===== config.mk =====
export PLATFORM = sky130hd
export DESIGN_NAME = mm_burst_bridge
export DESIGN_NICKNAME = d
export VERILOG_FILES = /design/src/rtl/mm_burst_bridge.sv
export SDC_FILE = /design/constraint.sdc
export NUM_CORES = 1
export LEC_CHECK = 0
export CORE_MARGIN = 2
export CORE_UTILIZATION = 30
export CTS_CLUSTER_DIAMETER = 60
export DETAILED_ROUTE_END_ITERATION = 7
export HOLD_SLACK_MARGIN = 0.05
export SLEW_MARGIN = 20
export SYNTH_ARGS = -nofsm -noshare
export SYNTH_HDL_FRONTEND = slang
export SYNTH_SLANG_ARGS = --single-unit
export TNS_END_PERCENT = 5

===== constraint.sdc =====
create_clock -name clk -period 3.6 [get_ports clk]
set_input_delay 0.36 -clock clk [delete_from_list [all_inputs] [get_ports clk]]
set_output_delay 0.36 -clock clk [all_outputs]
set_load 0.005 [all_outputs]

===== src/rtl/mm_burst_bridge.sv =====
// Bridges the cache main-memory port (one 256-bit line per request) onto a
// narrow Avalon-MM style burst bus; fills are reassembled into mm_rd.
module mm_burst_bridge #(
  parameter int unsigned LINE_BITS = 256,
  parameter int unsigned BUS_BITS  = 32
) (
  input  logic                    clk,
  input  logic                    reset,
  input  logic [31:0]             mm_a,
  input  logic [LINE_BITS/8-1:0]  mm_be,
  input  logic [LINE_BITS-1:0]    mm_wd,
  input  logic                    mm_write,
  input  logic                    mm_read,
  output logic [LINE_BITS-1:0]    mm_rd,
  output logic                    mm_readdata_valid,
  output logic                    mm_write_done,
  output logic                    mm_busy,
  output logic [31:0]             avl_address,
  output logic [3:0]              avl_burstcount,
  output logic                    avl_read,
  output logic                    avl_write,
  output logic [BUS_BITS-1:0]     avl_writedata,
  output logic [BUS_BITS/8-1:0]   avl_byteenable,
  input  logic                    avl_waitrequest,
  input  logic [BUS_BITS-1:0]     avl_readdata,
  input  logic                    avl_readdatavalid
);

  localparam int unsigned BEATS    = LINE_BITS / BUS_BITS;
  localparam int unsigned BE_BITS  = BUS_BITS / 8;
  localparam int unsigned LBE_BITS = LINE_BITS / 8;
  localparam int unsigned CNT_W    = $clog2(BEATS);

  typedef enum logic [2:0] {
    IDLE     = 3'd0,
    WR_BURST = 3'd1,
    RD_CMD   = 3'd2,
    RD_DATA  = 3'd3,
    DONE     = 3'd4
  } state_e;

  state_e                 state_q, state_d;
  logic [CNT_W-1:0]       beat_q, beat_d;
  logic [26:0]            addr_q, addr_d;
  logic [LINE_BITS-1:0]   wline_q, wline_d;
  logic [LBE_BITS-1:0]    be_q, be_d;
  logic [LINE_BITS-1:0]   rd_q, rd_d;
  logic                   rdv_q, rdv_d;
  logic                   wdone_q, wdone_d;
  logic                   busy_q, busy_d;
  logic [31:0]            avl_addr_q, avl_addr_d;
  logic [3:0]             bc_q, bc_d;
  logic                   avl_rd_q, avl_rd_d;
  logic                   avl_wr_q, avl_wr_d;
  logic [BUS_BITS-1:0]    wdata_q, wdata_d;
  logic [BE_BITS-1:0]     bytee_q, bytee_d;

  // Next-state, datapath and registered-output decode.
  always_comb begin
    state_d = state_q;
    beat_d  = beat_q;
    addr_d  = addr_q;
    wline_d = wline_q;
    be_d    = be_q;
    rd_d    = rd_q;
    rdv_d   = 1'b0;
    wdone_d = 1'b0;

    case (state_q)
      IDLE: begin
        if (mm_write || mm_read) begin
          addr_d  = mm_a[31:5];
          wline_d = mm_wd;
          be_d    = mm_be;
          beat_d  = '0;
          state_d = mm_write ? WR_BURST : RD_CMD;
        end
      end
      WR_BURST: begin
        if (!avl_waitrequest) begin
          if (beat_q == CNT_W'(BEATS - 1)) begin
            beat_d  = '0;
            wdone_d = 1'b1;
            state_d = DONE;
          end else begin
            beat_d = beat_q + 1'b1;
          end
        end
      end
      RD_CMD: begin
        if (!avl_waitrequest) state_d = RD_DATA;
      end
      RD_DATA: begin
        if (avl_readdatavalid) begin
          rd_d[beat_q*BUS_BITS +: BUS_BITS] = avl_readdata;
          if (beat_q == CNT_W'(BEATS - 1)) begin
            beat_d  = '0;
            rdv_d   = 1'b1;
            state_d = DONE;
          end else begin
            beat_d = beat_q + 1'b1;
          end
        end
      end
      DONE:    state_d = IDLE;
      default: state_d = IDLE;
    endcase

    // Bus outputs follow the state being entered so they line up with it.
    busy_d     = (state_d != IDLE);
    avl_wr_d   = (state_d == WR_BURST);
    avl_rd_d   = (state_d == RD_CMD);
    bc_d       = (avl_wr_d || avl_rd_d) ? 4'(BEATS) : 4'd0;
    avl_addr_d = {addr_d, 5'b0};
    wdata_d    = avl_wr_d ? wline_d[beat_d*BUS_BITS +: BUS_BITS] : '0;
    bytee_d    = avl_wr_d ? be_d[beat_d*BE_BITS +: BE_BITS] : '0;
  end

  always_ff @(posedge clk) begin
    if (reset) begin
      state_q    <= IDLE;
      beat_q     <= '0;
      addr_q     <= '0;
      wline_q    <= '0;
      be_q       <= '0;
      rd_q       <= '0;
      rdv_q      <= 1'b0;
      wdone_q    <= 1'b0;
      busy_q     <= 1'b0;
      avl_addr_q <= '0;
      bc_q       <= '0;
      avl_rd_q   <= 1'b0;
      avl_wr_q   <= 1'b0;
      wdata_q    <= '0;
      bytee_q    <= '0;
    end else begin
      state_q    <= state_d;
      beat_q     <= beat_d;
      addr_q     <= addr_d;
      wline_q    <= wline_d;
      be_q       <= be_d;
      rd_q       <= rd_d;
      rdv_q      <= rdv_d;
      wdone_q    <= wdone_d;
      busy_q     <= busy_d;
      avl_addr_q <= avl_addr_d;
      bc_q       <= bc_d;
      avl_rd_q   <= avl_rd_d;
      avl_wr_q   <= avl_wr_d;
      wdata_q    <= wdata_d;
      bytee_q    <= bytee_d;
    end
  end

  assign mm_rd             = rd_q;
  assign mm_readdata_valid = rdv_q;
  assign mm_write_done     = wdone_q;
  assign mm_busy           = busy_q;
  assign avl_address       = avl_addr_q;
  assign avl_burstcount    = bc_q;
  assign avl_read          = avl_rd_q;
  assign avl_write         = avl_wr_q;
  assign avl_writedata     = wdata_q;
  assign avl_byteenable    = bytee_q;

endmodule

-- After elaboration in Yosys (flattened, before gate mapping)
Cells that the tools add are included.
- divide/modulo/power cells: 0
- mux-type cells: 21
- reduce and logical (&&, ||, !) cells: 8
- bitwise gates (word level): 4
- $mul: 0
- equal/unequal tests: 6
- shift-type cells: 4
- magnitude comparators: 0
- $add $sub $neg: 2
- operators by type and width (cell ; number):
    $mux W256 ; 2
    $bwmux W256 ; 1
    $shift A32 B34 Y256 const A ; 1
    $shiftx A256 B9 Y32 ; 1
    $shiftx A32 B34 Y256 ; 1
    $mux W32 ; 2
    $mux W27 ; 2
    $neg A8 Y34 ; 1
    $shiftx A32 B6 Y4 ; 1
    $mux W3 ; 9
    $pmux W3 S4 ; 1
    $eq A3 B2 Y1 const B ; 3
    $pmux W3 S3 ; 1
    $eq A3 B1 Y1 const B ; 2
    $reduce_or A3 Y1 ; 2
    $mux W4 ; 1
    $not A1 Y1 ; 4
    $add A3 B1 Y3 const B ; 1
    $eq A3 B3 Y1 const B ; 1
    $logic_not A3 Y1 ; 1
    $reduce_bool A3 Y1 ; 1
    $logic_or A1 B1 Y1 ; 2
    $mux W2 ; 1
    $reduce_and A2 Y1 ; 1
    other kinds (2) ; 2
- output and inout port bits: 333
- bits in writable memories: 0
- bits of input ports: 358
- bits in registers: 627
- memories: 0
- memory bits (read-only): 0
- latch bits: 0
- logic and storage cells: 60

-- Longest topological paths before layout
Gate-level depths: netlist (run 1).
- word-level depth: 7
- mapped depth: 11
- mapped depth without buffers: 8

-- Worst setup path before layout (run 1)
OpenSTA, ideal clock, no wires.
- path type: register to register
- start: register beat_q[0]
- end: register rd_q[148] (netlist: mm_rd[148])
- stages on the path, launching flop included: 12
- buffers on the path: 4
- slack: 0.715 ns
- setup time: 0.070 ns
- period minus slack after synthesis: 2.885 ns
- arrival: 2.815 ns
- required time: 3.530 ns
- cell sequence: dfxtp_1 -> buf_2 -> inv_1 -> ha_1 -> ha_1 -> clkbuf_1 -> nor4b_1 -> and3_1 -> clkbuf_1 -> clkbuf_1 -> nand3_1 -> a21oi_1
- longest elaborated chain between the ends: 3
- elaborated cells on any way between the ends: 4
- those cells by class: 1 x add/sub; 2 x shift; 1 x mux
- ends and longest elaborated chain (element ; RTL line ; RTL):
    start, declared ; 43 ; logic [CNT_W-1:0] beat_q, beat_d;
    start signal, assigned ; 138 ; beat_q <= beat_d;
    $neg A8 Y34 * ; 95 ; rd_d[beat_q*BUS_BITS +: BUS_BITS] = avl_readdata;
    $shiftx A32 B34 Y256 or $shift A32 B34 Y256 (tied branches) ; 95 ;
    $bwmux W256 * ; 95 ;
    end signal, assigned ; 142 ; rd_q <= rd_d;
    end, declared ; 47 ; logic [LINE_BITS-1:0] rd_q, rd_d;
Mark *: on every way between the ends. The rest lies on a longest branch, timed or not.
A chain may end at the register's enable or synchronous reset.

-- Worst setup path in the final report (run 1)
- start: register beat_q[0]
- end: register wdata_q[27] (netlist: avl_writedata[27])
- longest elaborated chain between the ends: 7
- elaborated cells on any way between the ends: 15
- those cells by class: 1 x add/sub; 2 x eq/ne; 1 x shift; 9 x mux; 1 x bitwise; 1 x reduce/logical
- ends and longest elaborated chain (element ; RTL line ; RTL):
    parallel branches: the longest is 7 deep, another holds $add A3 B1 Y3 ; -- ;
    end signal, assigned ; 150 ; wdata_q <= wdata_d;
    end, declared ; 55 ; logic [BUS_BITS-1:0] wdata_q, wdata_d;
Parallel ways; which one is timed is not known.

==> summary by stage, run 1 <==
Status
The run finished with clean final reports.

Worst setup path
The launch point of the worst reg-to-reg path is beat_q[0]$_SDFF_PP0_. Among all stages on the critical path, the largest delay is contributed by sky130_fd_sc_hd__or4b_1. The sort of element at the end of the critical path is a flip-flop. The top fanout value on the critical path is 24. STA classifies the critical path startpoint as a flip-flop. The worst path required time is 4.11 ns. The worst setup path is of the flip-flop to flip-flop kind. Walking the worst path, the cells encountered are ha_1 -> ha_1 -> or4b_1 -> o211ai_1 -> o21ai_4 -> buf_4 -> buf_4 -> nand2_1 -> a21oi_1 -> a2111oi_2.

The arrival time at the worst endpoint is 3.70 ns. On the worst path, the slowest cell contributes a delay of 0.57 ns. For flop-to-flop paths, the worst setup slack is 0.41 ns. The number of cells on the worst reg-to-reg path is 10. The endpoint identified for the worst register-to-register timing path is avl_writedata[27]$_SDFF_PP0_.

Clocking
The number of setup buffers added after CTS is 0. Counting the buffers created by CTS gives 75. The number of sinks on the clock net is 619. The maximum level of the CTS H-tree is 3.

The CTS tree is done. The clock root buffer is sky130_fd_sc_hd__clkbuf_16. Hold repair after CTS inserted 0 buffers. The clock slew at the register clock pins of the worst setup and hold paths is 0.06 ns. The number of gates resized after CTS was 0.

The clock passes through at most 3 buffers. At the later pin of the worst-skew pair, clock insertion delay measures 0.64 ns.

Timing
The final number of max-transition violations is 0. Headroom to the max-slew limit came out at 42.1%. The final number of setup-violating endpoints is 0.

The actual slew at the worst max-slew pin is 0.865 ns. Setup repair after global routing left no endpoint under its margin. The final clock period utilization by the worst path is 88.7%.

The final-layout setup total negative slack is 0 ns. The setup skew after layout is 0.0415 ns. The clock period could shrink to 3.19 ns. The worst-case setup margin in the final layout is 0.407 ns. The number of hold violations in the final report is 0.

The maximum frequency from static timing analysis is 313 MHz.

Min path
The worst hold path passes through 2 cells. The worst hold path terminates at wline_q[224]$_SDFF_PP0_. The hold path startpoint is reset. In this run the worst hold path is classified as primary input to flip-flop.

Die
The top-level I/O count is 691. The die covers 86700 um2. The initial utilization of the core area, before any placement, comes to 30.3%. The die boundary width is 294 um.

The floorplan step defined a core boundary enclosing 83600 um2. From bottom edge to top edge, the die measures 294 um. The site row count is 106.

Finish
The area growth from synthesis to layout is 41.3%. The sequential cells in the finished layout cover a total of 12400 um2. For this run, the post-layout net count is 4110. In the final layout, the multi-input gates occupy 11800 um2. In the final layout, the share of cells above drive strength 1 is 7.50%. The layout has 8441 filler cells. Once layout is complete, the utilization of the core stands at 42.8%.

GRT
The number of antenna violations at the first check in global routing is 46. The all-layer global routing usage is 22.9%. The residual overflow from global routing is 0. Entering global routing, the biggest net connects 150 pins. The via count of the first global-routing pass is 23500. The first global-routing pass estimated 151000 um of wire.

Synthesis
Synthesis produced 3233 cells. The average footprint of a synthesized cell is 7.83 um2. The area share of the leading cell type in the synthesized netlist is 49.0%. The number of enable-type register cells in the synthesized netlist is 0. The share of flip-flops with an asynchronous set or reset is 0%. The biggest area consumer among synthesized cells is sky130_fd_sc_hd__dfxtp_1. Counting flops and latches in the post-synthesis netlist gives 619. After synthesis, the most frequently instantiated cells are sky130_fd_sc_hd__nand2_1 (926), sky130_fd_sc_hd__a21oi_1 (643), sky130_fd_sc_hd__dfxtp_1 (619), sky130_fd_sc_hd__clkbuf_1 (279), sky130_fd_sc_hd__nand3_1 (262).

The most used flip-flop cell after synthesis is sky130_fd_sc_hd__dfxtp_1. By area the synthesized netlist is led by sky130_fd_sc_hd__dfxtp_1 (49%), sky130_fd_sc_hd__nand2_1 (14%), sky130_fd_sc_hd__a21oi_1 (13%), sky130_fd_sc_hd__nand3_1 (5.2%), sky130_fd_sc_hd__clkbuf_1 (4.1%). During synthesis, Yosys emitted a total of 0 warnings. Yosys mapped the design onto 52 distinct sky130hd cell types. sky130_fd_sc_hd__nand2_1 is the most common cell in the netlist. The cell area after synthesis is 25300 um2. The fraction of the yosys area taken by sequential cells is 49.0%.

Route
The first TritonRoute pass finished after 6 iterations. Once detail routing completed, the nets flagged for antenna violations numbered 0. The mean routed wirelength per cell is 21.2 um.

The final route contains 25000 vias. The post-route DRC violation count is 0. The ratio of routed vias to standard cells is 5.11. The final layout contains routed wiring with a total length of 104000 um. The detailed router finished its first iteration with 1821 violations.

Run
The number of max-capacitance violations reported is 0.

Power and ir drop
VDD sags by at most 0.000386 V. The power density of the placed cells is 500 nW/um2. The standby leakage power is 0.0128 uW.

Placed design
The minimum setup slack after placement is 0.225 ns. The global placer's final weighted congestion is 0.829. The estimated wirelength of the detail-placed design is 73000 um. The count of input and output buffers is 677.
## cells by family after synthesis
logic type | after synthesis | synth area share [%]
flip-flops | 619 | 49.0
AND/OR/NAND/NOR | 1360 | 22.3
other | 1 | 0.0148
AO/OA/AOI/OAI | 803 | 18.6
adder cells (fa/ha/maj) | 7 | 0.346
buffers and inverters | 331 | 5.17
multiplexers | 112 | 4.61
## critical path: cells and delay by family, from the launching register on
family	cells	cell delay (ns)
buf+inv	2	0.49
compound gates	4	1.18
fa+ha+maj	2	0.46
simple gates	2	0.63
flops	1	0.31
## layout by cell type, fill, tap and decap left out, drive strengths merged, types with 7 or more instances in the layout
master and count:
dfxtp 619, mux2i 76, a2111oi 32, nand3 262
a21oi 644, mux2 36, inv 16, buf 76
nand2 926, ha 7, clkdlybuf4s50 676, clkbuf 106
nand4 38, nor2b 7, conb 8, a22oi 34
clkinv 13, a21o 36, o2111ai 35, diode 19
nor2 92, nor3 10
## through the flow
| stage | instances | power [uW] | cell area, um2 | hold slack, ns |
|---|---|---|---|---|
| global placement | 4748 | 10300 | 33200 | 0.438 |
| floorplan | 3240 | 9070 | 25300 | 0.432 |
| CTS | 4881 | 18100 | 35700 | 0.0918 |
| detailed placement | 4748 | 10300 | 33200 | 0.442 |
| global route | 4892 | 18600 | 35700 | 0.120 |
| finish | 4900 | 17900 | 35700 | 0.137 |
## worst max-delay path by stage
stage / depth (start not counted) / end / start
floorplan: 11 / mm_rd[148]$_SDFFE_PP0P_ / beat_q[0]$_SDFF_PP0_
global placement: 8 / avl_writedata[23]$_SDFF_PP0_ / avl_readdatavalid
detailed placement: 8 / avl_writedata[26]$_SDFF_PP0_ / avl_readdatavalid
CTS: 10 / avl_writedata[27]$_SDFF_PP0_ / beat_q[0]$_SDFF_PP0_
global route: 10 / avl_writedata[27]$_SDFF_PP0_ / beat_q[0]$_SDFF_PP0_
finish: 10 / avl_writedata[27]$_SDFF_PP0_ / beat_q[0]$_SDFF_PP0_
## power by group
group          leakage, uW  switching, uW  internal (uW)
Clock              0.00123           3170           4520
Combinational      0.00651           1650           1170
Sequential         0.00504            174           7200
Total               0.0128           4990          12900
## state kept, by name, summed over array words and instances, names as in the netlist
register,count
avl_writedata,32
mm_readdata_valid,1
beat_q,3
wline_q,256
avl_burstcount,1
be_q,32
avl_write,1
avl_read,1
mm_write_done,1
mm_busy,1
mm_rd,256
state_q,3
avl_byteenable,4
avl_address,27
## layer usage
metal / global-route usage (%) / wire [um]
met1: 27.3 / 41000
met2: 37.9 / 49600
met3: 7.12 / 8800
met4: 9.84 / 4050
met5: 0 / 380
## final cells by class
cell class              count  share of cell area, %
clock inverters            27                   1.02
inverters                   7                 0.0735
diodes                     19                  0.133
clock buffers             106                   6.02
well taps                1080                   3.78
flip-flops and latches    619                   34.7
multi-input cells        2290                   33.0
repair buffers            752                   21.3
No activity file was read; power rests on OpenSTA's default activity.
==> run 2: changes to the inputs <==
--- a/config.mk
+++ b/config.mk
@@ -10,6 +10,7 @@
 export CTS_CLUSTER_DIAMETER = 60
 export DETAILED_ROUTE_END_ITERATION = 7
 export HOLD_SLACK_MARGIN = 0.05
+export PLACE_DENSITY = 0.65
 export SLEW_MARGIN = 20
 export SYNTH_ARGS = -nofsm -noshare
 export SYNTH_HDL_FRONTEND = slang
==> run 2 against run 1 <==
Sequential cell count stayed put. Power down 1.3%. Final area fell by 0.30%. Critical path type unchanged. Largest cell class unchanged. Core utilization decreased by 0.13 points. Sequential share of layout area rose by 0.10 points. Critical path depth unchanged. Via count down 0.13%.
==> summary by stage, run 2 (synthesized netlist as in run 1, its figures left out) <==
Clocking
The clock latency at the later pin of the worst-skew pair is 0.63 ns (was 0.64 ns). The worst-case clock buffer depth is 3 (unchanged). The number of setup buffers added after CTS was 0 (unchanged). The maximum level of the CTS H-tree came to 3 (unchanged).

The number of hold-repair buffers added at the cts stage is 0 (unchanged). The number of sinks on the clock net is 619 (unchanged). The clock root buffer was sky130_fd_sc_hd__clkbuf_16 (unchanged). The clock slew at the register clock pins of the worst setup and hold paths came to 0.06 ns (about the same).

The total clock buffers created by CTS came to 73 (was 75). The post-cts gate resize count is 0 (unchanged). The CTS tree is done (unchanged).

Worst setup path
The sort of element at the end of the critical path is a flip-flop (unchanged). The launch point of the worst reg-to-reg path is beat_q[0]$_SDFF_PP0_ (unchanged). Cell Chain, Critical Path: ha_1 -> ha_1 -> or4b_1 -> o211a_1 -> a21oi_4 -> buf_12 -> buf_4 -> mux2_2 -> a21oi_1 -> a2111oi_2 (was ha_1 -> ha_1 -> or4b_1 -> o211ai_1 -> o21ai_4 -> buf_4 -> buf_4 -> nand2_1 -> a21oi_1 -> a2111oi_2). The type of the worst setup path was flip-flop to flip-flop (unchanged). The count of cells along the worst register-to-register path was 10 (unchanged).

The worst stage delay on the critical path came to 0.58 ns (was 0.57 ns). The worst path required time came to 4.06 ns (was 4.11 ns). The top fanout value on the critical path is 18 (was 24). The cell that appears most often on the critical path is sky130_fd_sc_hd__ha_1. The type of origin of the critical path is a flip-flop (unchanged). The arrival time at the worst endpoint is 3.61 ns (was 3.70 ns). The reg-to-reg endpoint is avl_writedata[2]$_SDFF_PP0_ (was avl_writedata[27]$_SDFF_PP0_). The cell with the biggest individual delay on the critical path is sky130_fd_sc_hd__or4b_1 (unchanged). The reg-to-reg setup timing slack is 0.44 ns (was 0.41 ns).

Die
The core outline area came to 83600 um2 (unchanged). The top-level I/O count is 691 (unchanged). The site row count is 106 (unchanged).

The area of the die was 86700 um2 (unchanged). The die boundary width was 294 um (unchanged). The starting density of the core is 30.3% (unchanged). The vertical extent of the die came to 294 um (unchanged).

GRT
The maximum number of pins on one net before global-route repair is 185 (was 150). The all-layer global routing usage is 22.1% (was 22.9%). The residual overflow from global routing is 0 (unchanged). The via count of the first global-routing pass is 22800 (was 23500). The number of antenna violations at the first check in global routing is 44 (was 46).

The first-pass GRT wire length is 147000 um (was 151000 um).

Power and ir drop
The standby leakage power is 0.0127 uW (was 0.0128 uW). The power density of the placed cells is 495 nW/um2 (was 500 nW/um2). The highest ir drop seen on vdd is 0.000310 V (was 0.000386 V).

Run
The number of max-capacitance violations reported is 0 (unchanged).

Finish
The most common cell after layout, fill and taps aside is sky130_fd_sc_hd__nand2_1 (unchanged). Most frequent cells in the layout: sky130_fd_sc_hd__nand2_1 (926), sky130_fd_sc_hd__clkdlybuf4s50_1 (676), sky130_fd_sc_hd__a21oi_1 (643) (unchanged). The area growth from synthesis to final layout is 40.8% (was 41.3%). The final net count was 4107 (was 4110). The layout cell share with drive strength beyond 1 came to 7.07% (was 7.50%).

Timing
The minimum period implied by the final worst setup slack came to 3.16 ns (was 3.19 ns). The number of hold violations in the final report is 0 (unchanged). The normalized max-slew margin came to 26.8% (was 42.1%).

Setup repair after global routing missed its margin: false (unchanged). The worst-case setup margin in the final layout is 0.444 ns (was 0.407 ns). The final number of setup-violating endpoints is 0 (unchanged). The final-layout setup total negative slack is 0 ns (unchanged).

The maximum frequency from static timing analysis came to 317 MHz (was 313 MHz). The final number of max-transition violations is 0 (unchanged). The actual slew at the worst max-slew pin is 1.10 ns (was 0.865 ns). The final clock period utilization by the worst path is 87.7% (was 88.7%). The setup skew after layout is 0.0325 ns (was 0.0415 ns).

Min path
The number of cells on the worst hold path came to 2 (unchanged). The classification of the worst-slack hold path is primary input to flip-flop (unchanged). The end of the worst hold path is wline_q[198]$_SDFF_PP0_ (was wline_q[224]$_SDFF_PP0_).

The hold path startpoint was reset (unchanged).

Route
The final wirelength is 101000 um (was 104000 um). The DRC marker count from the first detailed-route iteration is 2025 (was 1821). The post-route DRC violation count is 0 (unchanged). The number of iterations in the first detailed-routing pass is 5 (was 6). The ratio of routed vias to standard cells is 5.12 (was 5.11).

The detailed-route via count is 25000 (about the same). The number of nets with antenna violations after routing was 0 (unchanged). The mean routed wirelength per cell was 20.7 um (was 21.2 um).

Placed design
The global placer's final weighted congestion is 0.845 (was 0.829). The estimated wirelength of the detail-placed design is 70900 um (was 73000 um). The count of input and output buffers came to 677 (unchanged). The minimum setup slack after placement is 0.374 ns (was 0.225 ns).

Status
Outcome: finished, final reports clean (unchanged).
## run 2: critical path, delay by kind of cell, from the launching register on
family / cells / cell delay (ns)
AO/OA/AOI/OAI: 4 / 0.80
adder cells (fa/ha/maj): 2 / 0.46
buffers and inverters: 2 / 0.46
flip-flops: 1 / 0.31
multiplexers: 1 / 0.37
AND/OR/NAND/NOR: 1 / 0.58
## run 2: layout make-up
type                            instances  area [um2]
Inverter                                7        26.3
Clock buffer                          102        2040
Clock inverter                         20         350
Tap cell                             1080        1350
Timing Repair Buffer                  751        7660
Multi-Input combinational cell       2290       11800
Fill cell                            8333       47900
Sequential cell                       619       12400
Antenna cell                           17        42.5
## run 2: report_power, final
part           total, uW  switching, uW  internal (uW)
Sequential          7370            172           7200
Combinational       2860           1680           1180
Clock               7410           3070           4350
## run 2: worst max path at each step
stage                                               to                  from
final                      avl_writedata[2]$_SDFF_PP0_  beat_q[0]$_SDFF_PP0_
after CTS                  avl_writedata[2]$_SDFF_PP0_  beat_q[0]$_SDFF_PP0_
after detailed placement   avl_writedata[6]$_SDFF_PP0_               mm_read
after global routing      avl_writedata[31]$_SDFF_PP0_  beat_q[0]$_SDFF_PP0_
after global placement    avl_writedata[28]$_SDFF_PP0_               mm_read
after floorplan                mm_rd[148]$_SDFFE_PP0P_  beat_q[0]$_SDFF_PP0_
## run 2: per-stage QoR
step	cell area, um2	total power, uW	utilization, %	cells	hold slack [ns]
after floorplan	25300	9070	-	3240	0.432
after global routing	35600	18300	42.6	4879	0.130
after global placement	33200	10300	39.7	4747	0.437
final	35600	17600	42.7	4886	0.110
after CTS	35600	17800	42.6	4869	0.124
after detailed placement	33200	10400	39.7	4747	0.443
## run 2: layer usage
layer	vias up	global-route usage, %	wire (um)
met1	11900	26.1	40200
met3	212	6.93	8220
met5	-	0	335
met4	52	8.81	3810
li1	12000	-	-
met2	855	37.2	48800
==> run 3: changes to the inputs <==
--- a/config.mk
+++ b/config.mk
@@ -5,12 +5,13 @@
 export SDC_FILE = /design/constraint.sdc
 export NUM_CORES = 1
 export LEC_CHECK = 0
-export CORE_MARGIN = 2
-export CORE_UTILIZATION = 30
+export CELL_PAD_IN_SITES_DETAIL_PLACEMENT = 0
+export CELL_PAD_IN_SITES_GLOBAL_PLACEMENT = 2
+export CORE_UTILIZATION = 27
 export CTS_CLUSTER_DIAMETER = 60
 export DETAILED_ROUTE_END_ITERATION = 7
 export HOLD_SLACK_MARGIN = 0.05
-export PLACE_DENSITY = 0.65
+export PLACE_DENSITY = 0.91
 export SLEW_MARGIN = 20
 export SYNTH_ARGS = -nofsm -noshare
 export SYNTH_HDL_FRONTEND = slang
==> run 3 against run 2 <==
Critical path depth did not move. Register-to-register slack improved by 0.14 ns. Sequential cell count did not move. Via count fell by 0.58%. Non-clock buffer count rose by 1. Global-route usage fell by 0.92 points. Clock skew fell by 0.0028 ns. First-iteration DRC count rose by 3.1%. Highest routed layer unchanged. Count of clock-buffer cells in the layout rose by 16. Maximum frequency rose by 4.7%. Largest power group unchanged. Core utilization fell by 3.4 points. Sequential power barely moved.
==> summary by stage, run 3 (synthesized netlist as in run 1, its figures left out) <==
Status
Outcome: finished, final reports clean (unchanged).

Placed design
The count of input and output buffers came to 677 (unchanged). The estimated wirelength of the detail-placed design is 73400 um (was 70900 um). The cell count after placement came to 4911 (was 4747).

The global placer's final weighted congestion is 0.827 (was 0.845).

Die
The vertical extent of the die was 308 um (was 294 um). The area of the die was 95000 um2 (was 86700 um2). The top-level I/O count was 691 (unchanged).

The core outline area came to 92200 um2 (was 83600 um2). The starting density of the core was 27.4% (was 30.3%). The die boundary width was 308 um (was 294 um).

The site row count is 111 (was 106).

GRT
The first-pass GRT wire length is 152000 um (was 147000 um). The residual overflow from global routing is 0 (unchanged). The maximum number of pins on one net before global-route repair is 199 (was 185).

The via count of the first global-routing pass is 23400 (was 22800). The global routing usage on met1 is 24.0% (was 26.1%). The all-layer global routing usage is 21.2% (was 22.1%). The met3 track utilization from global routing is 7.47% (was 6.93%). The met2 track demand over resource in global routing is 35.1% (was 37.2%). The highest-utilization routing layer at the global route stage is met2 (unchanged). The number of antenna violations at the first check in global routing came to 55 (was 44).

Finish
The number of standard cells in the final layout excluding fillers was 5072 (was 4886). The layout cell share with drive strength beyond 1 is 7.84% (was 7.07%). The area growth from synthesis to final layout is 42.9% (was 40.8%). The count of fill cells added during filler insertion was 9598 (was 8333). The most common cell after layout, fill and taps aside was sky130_fd_sc_hd__nand2_1 (unchanged). The final net count is 4116 (was 4107). Most frequent cells in the layout: sky130_fd_sc_hd__nand2_1 (926), sky130_fd_sc_hd__clkdlybuf4s50_1 (676), sky130_fd_sc_hd__a21oi_1 (643) (unchanged).

Power and ir drop
The design internal power is 13300 uW (was 12700 uW). The net switching fraction of the power was 27.6% (was 27.9%). The portion of total power attributed to combinational logic is 15.2% (was 16.2%). The standby leakage power came to 0.0129 uW (was 0.0127 uW). The clock network fraction of total power is 44.7% (was 42.0%). The sequential share of power was 40.1% (was 41.8%). The highest ir drop seen on vdd is 0.000353 V (was 0.000310 V). The net switching component of the power came to 5080 uW (was 4920 uW).

The power density of the placed cells is 508 nW/um2 (was 495 nW/um2).

Clocking
The post-cts gate resize count is 0 (unchanged). The worst-case clock buffer depth is 3 (unchanged). The clock latency at the later pin of the worst-skew pair is 0.64 ns (was 0.63 ns). The maximum level of the CTS H-tree is 3 (unchanged). The clock root buffer was sky130_fd_sc_hd__clkbuf_16 (unchanged). The number of setup buffers added after CTS is 0 (unchanged). The total clock buffers created by CTS is 81 (was 73). The CTS tree is done (unchanged).

The number of hold-repair buffers added at the cts stage is 0 (unchanged). The number of sinks on the clock net is 619 (unchanged). The clock slew at the register clock pins of the worst setup and hold paths is 0.06 ns (about the same).

Worst setup path
The sort of element at the end of the critical path is a flip-flop (unchanged). The library cell appearing most often on the critical path is sky130_fd_sc_hd__ha_1 (unchanged). The top fanout value on the critical path is 34 (was 18). The type of the worst setup path is flip-flop to flip-flop (unchanged). The worst stage delay on the critical path is 0.54 ns (was 0.58 ns). The arrival time at the worst endpoint is 3.48 ns (was 3.61 ns). The cell with the biggest individual delay on the critical path is sky130_fd_sc_hd__or4b_1 (unchanged). The type of origin of the critical path is a flip-flop (unchanged). The worst path required time is 4.07 ns (was 4.06 ns). Cell Chain, Critical Path: ha_1 -> ha_1 -> or4b_1 -> o211a_1 -> a21oi_4 -> buf_12 -> buf_4 -> mux2_2 -> a21oi_1 -> a2111oi_2 (unchanged).

Timing
Setup repair after global routing missed its margin: false (unchanged). The minimum period implied by the final worst setup slack was 3.02 ns (was 3.16 ns). The maximum frequency from static timing analysis is 332 MHz (was 317 MHz). The final clock period utilization by the worst path was 83.8% (was 87.7%). The setup skew after layout is 0.0297 ns (was 0.0325 ns). The final-layout setup total negative slack was 0 ns (unchanged). The number of hold violations in the final report is 0 (unchanged). The final number of max-transition violations is 0 (unchanged). The actual slew at the worst max-slew pin is 1.17 ns (was 1.10 ns). The normalized max-slew margin is 21.8% (was 26.8%).

The final number of setup-violating endpoints is 0 (unchanged).

Route
The detailed-route via count is 24900 (was 25000). The final wirelength was 105000 um (was 101000 um). The mean routed wirelength per cell was 20.8 um (was 20.7 um). The ratio of routed vias to standard cells is 4.90 (was 5.12). The number of iterations in the first detailed-routing pass was 7 (was 5). The post-route DRC violation count is 0 (unchanged).

The number of nets with antenna violations after routing was 0 (unchanged). The DRC marker count from the first detailed-route iteration is 2087 (was 2025).

Run
The number of max-capacitance violations reported is 0 (unchanged).

Min path
The classification of the worst-slack hold path was primary input to flip-flop (unchanged).
-- run 3: cell type report --
| type | instances | area (um2) | share of cell area (%) |
|---|---|---|---|
| flip-flops and latches | 619 | 12400 | 34.3 |
| multi-input cells | 2290 | 11800 | 32.6 |
| repair buffers | 752 | 7620 | 21.1 |
| clock buffers | 118 | 2430 | 6.72 |
| well taps | 1243 | 1560 | 4.30 |
| clock inverters | 28 | 315 | 0.872 |
| diodes | 15 | 37.5 | 0.104 |
| inverters | 7 | 26.3 | 0.0726 |
-- run 3: per-stage QoR --
step / setup WS [ns] / hold slack (ns) / util, % / area, um2 / power [uW]
floorplan: 0.715 / 0.432 / - / 25300 / 9070
global placement: 0.348 / 0.437 / 36.2 / 33400 / 10300
detailed placement: 0.299 / 0.442 / 36.2 / 33400 / 10300
CTS: 0.573 / 0.176 / 39.2 / 36100 / 18600
global route: 0.388 / 0.221 / 39.2 / 36200 / 19100
finish: 0.585 / 0.200 / 39.2 / 36200 / 18400
-- run 3: final timing paths --
path / start / to / slack (ns) / cells after the start
min reg2reg: mm_rd[1]$_SDFFE_PP0P_ / mm_rd[1]$_SDFFE_PP0P_ / 0.45 / 2
max: beat_q[0]$_SDFF_PP0_ / avl_writedata[10]$_SDFF_PP0_ / 0.58 / 10
max reg2reg: beat_q[0]$_SDFF_PP0_ / avl_writedata[10]$_SDFF_PP0_ / 0.58 / 10
min: reset / mm_rd[2]$_SDFFE_PP0P_ / 0.20 / 2
-- run 3: layer usage --
metal	vias up	share of wire, %
met2	819	48
li1	12100	-
met4	78	4.9
met5	-	0.49
met3	268	8.7
met1	11600	38
-- run 3: critical path: cells and delay by family, from the launching register on --
family                     cells  cell delay, ns
muxes                          1            0.36
and+or+nand+nor                1            0.54
AOI/OAI and AO/OA              4            0.70
adders and majority gates      2            0.38
buffers and inverters          2            0.53
DFF                            1            0.31
-- run 3: power groups by stage --
stage | logic, uW | clock network, uW | registers (uW)
2_1_floorplan | 1600 | 0 | 7470
3_3_place_gp | 2800 | 0 | 7520
3_5_place_dp | 2810 | 0 | 7520
4_1_cts | 2820 | 8380 | 7380
5_1_grt | 3040 | 8670 | 7410
6_report | 2790 | 8210 | 7380
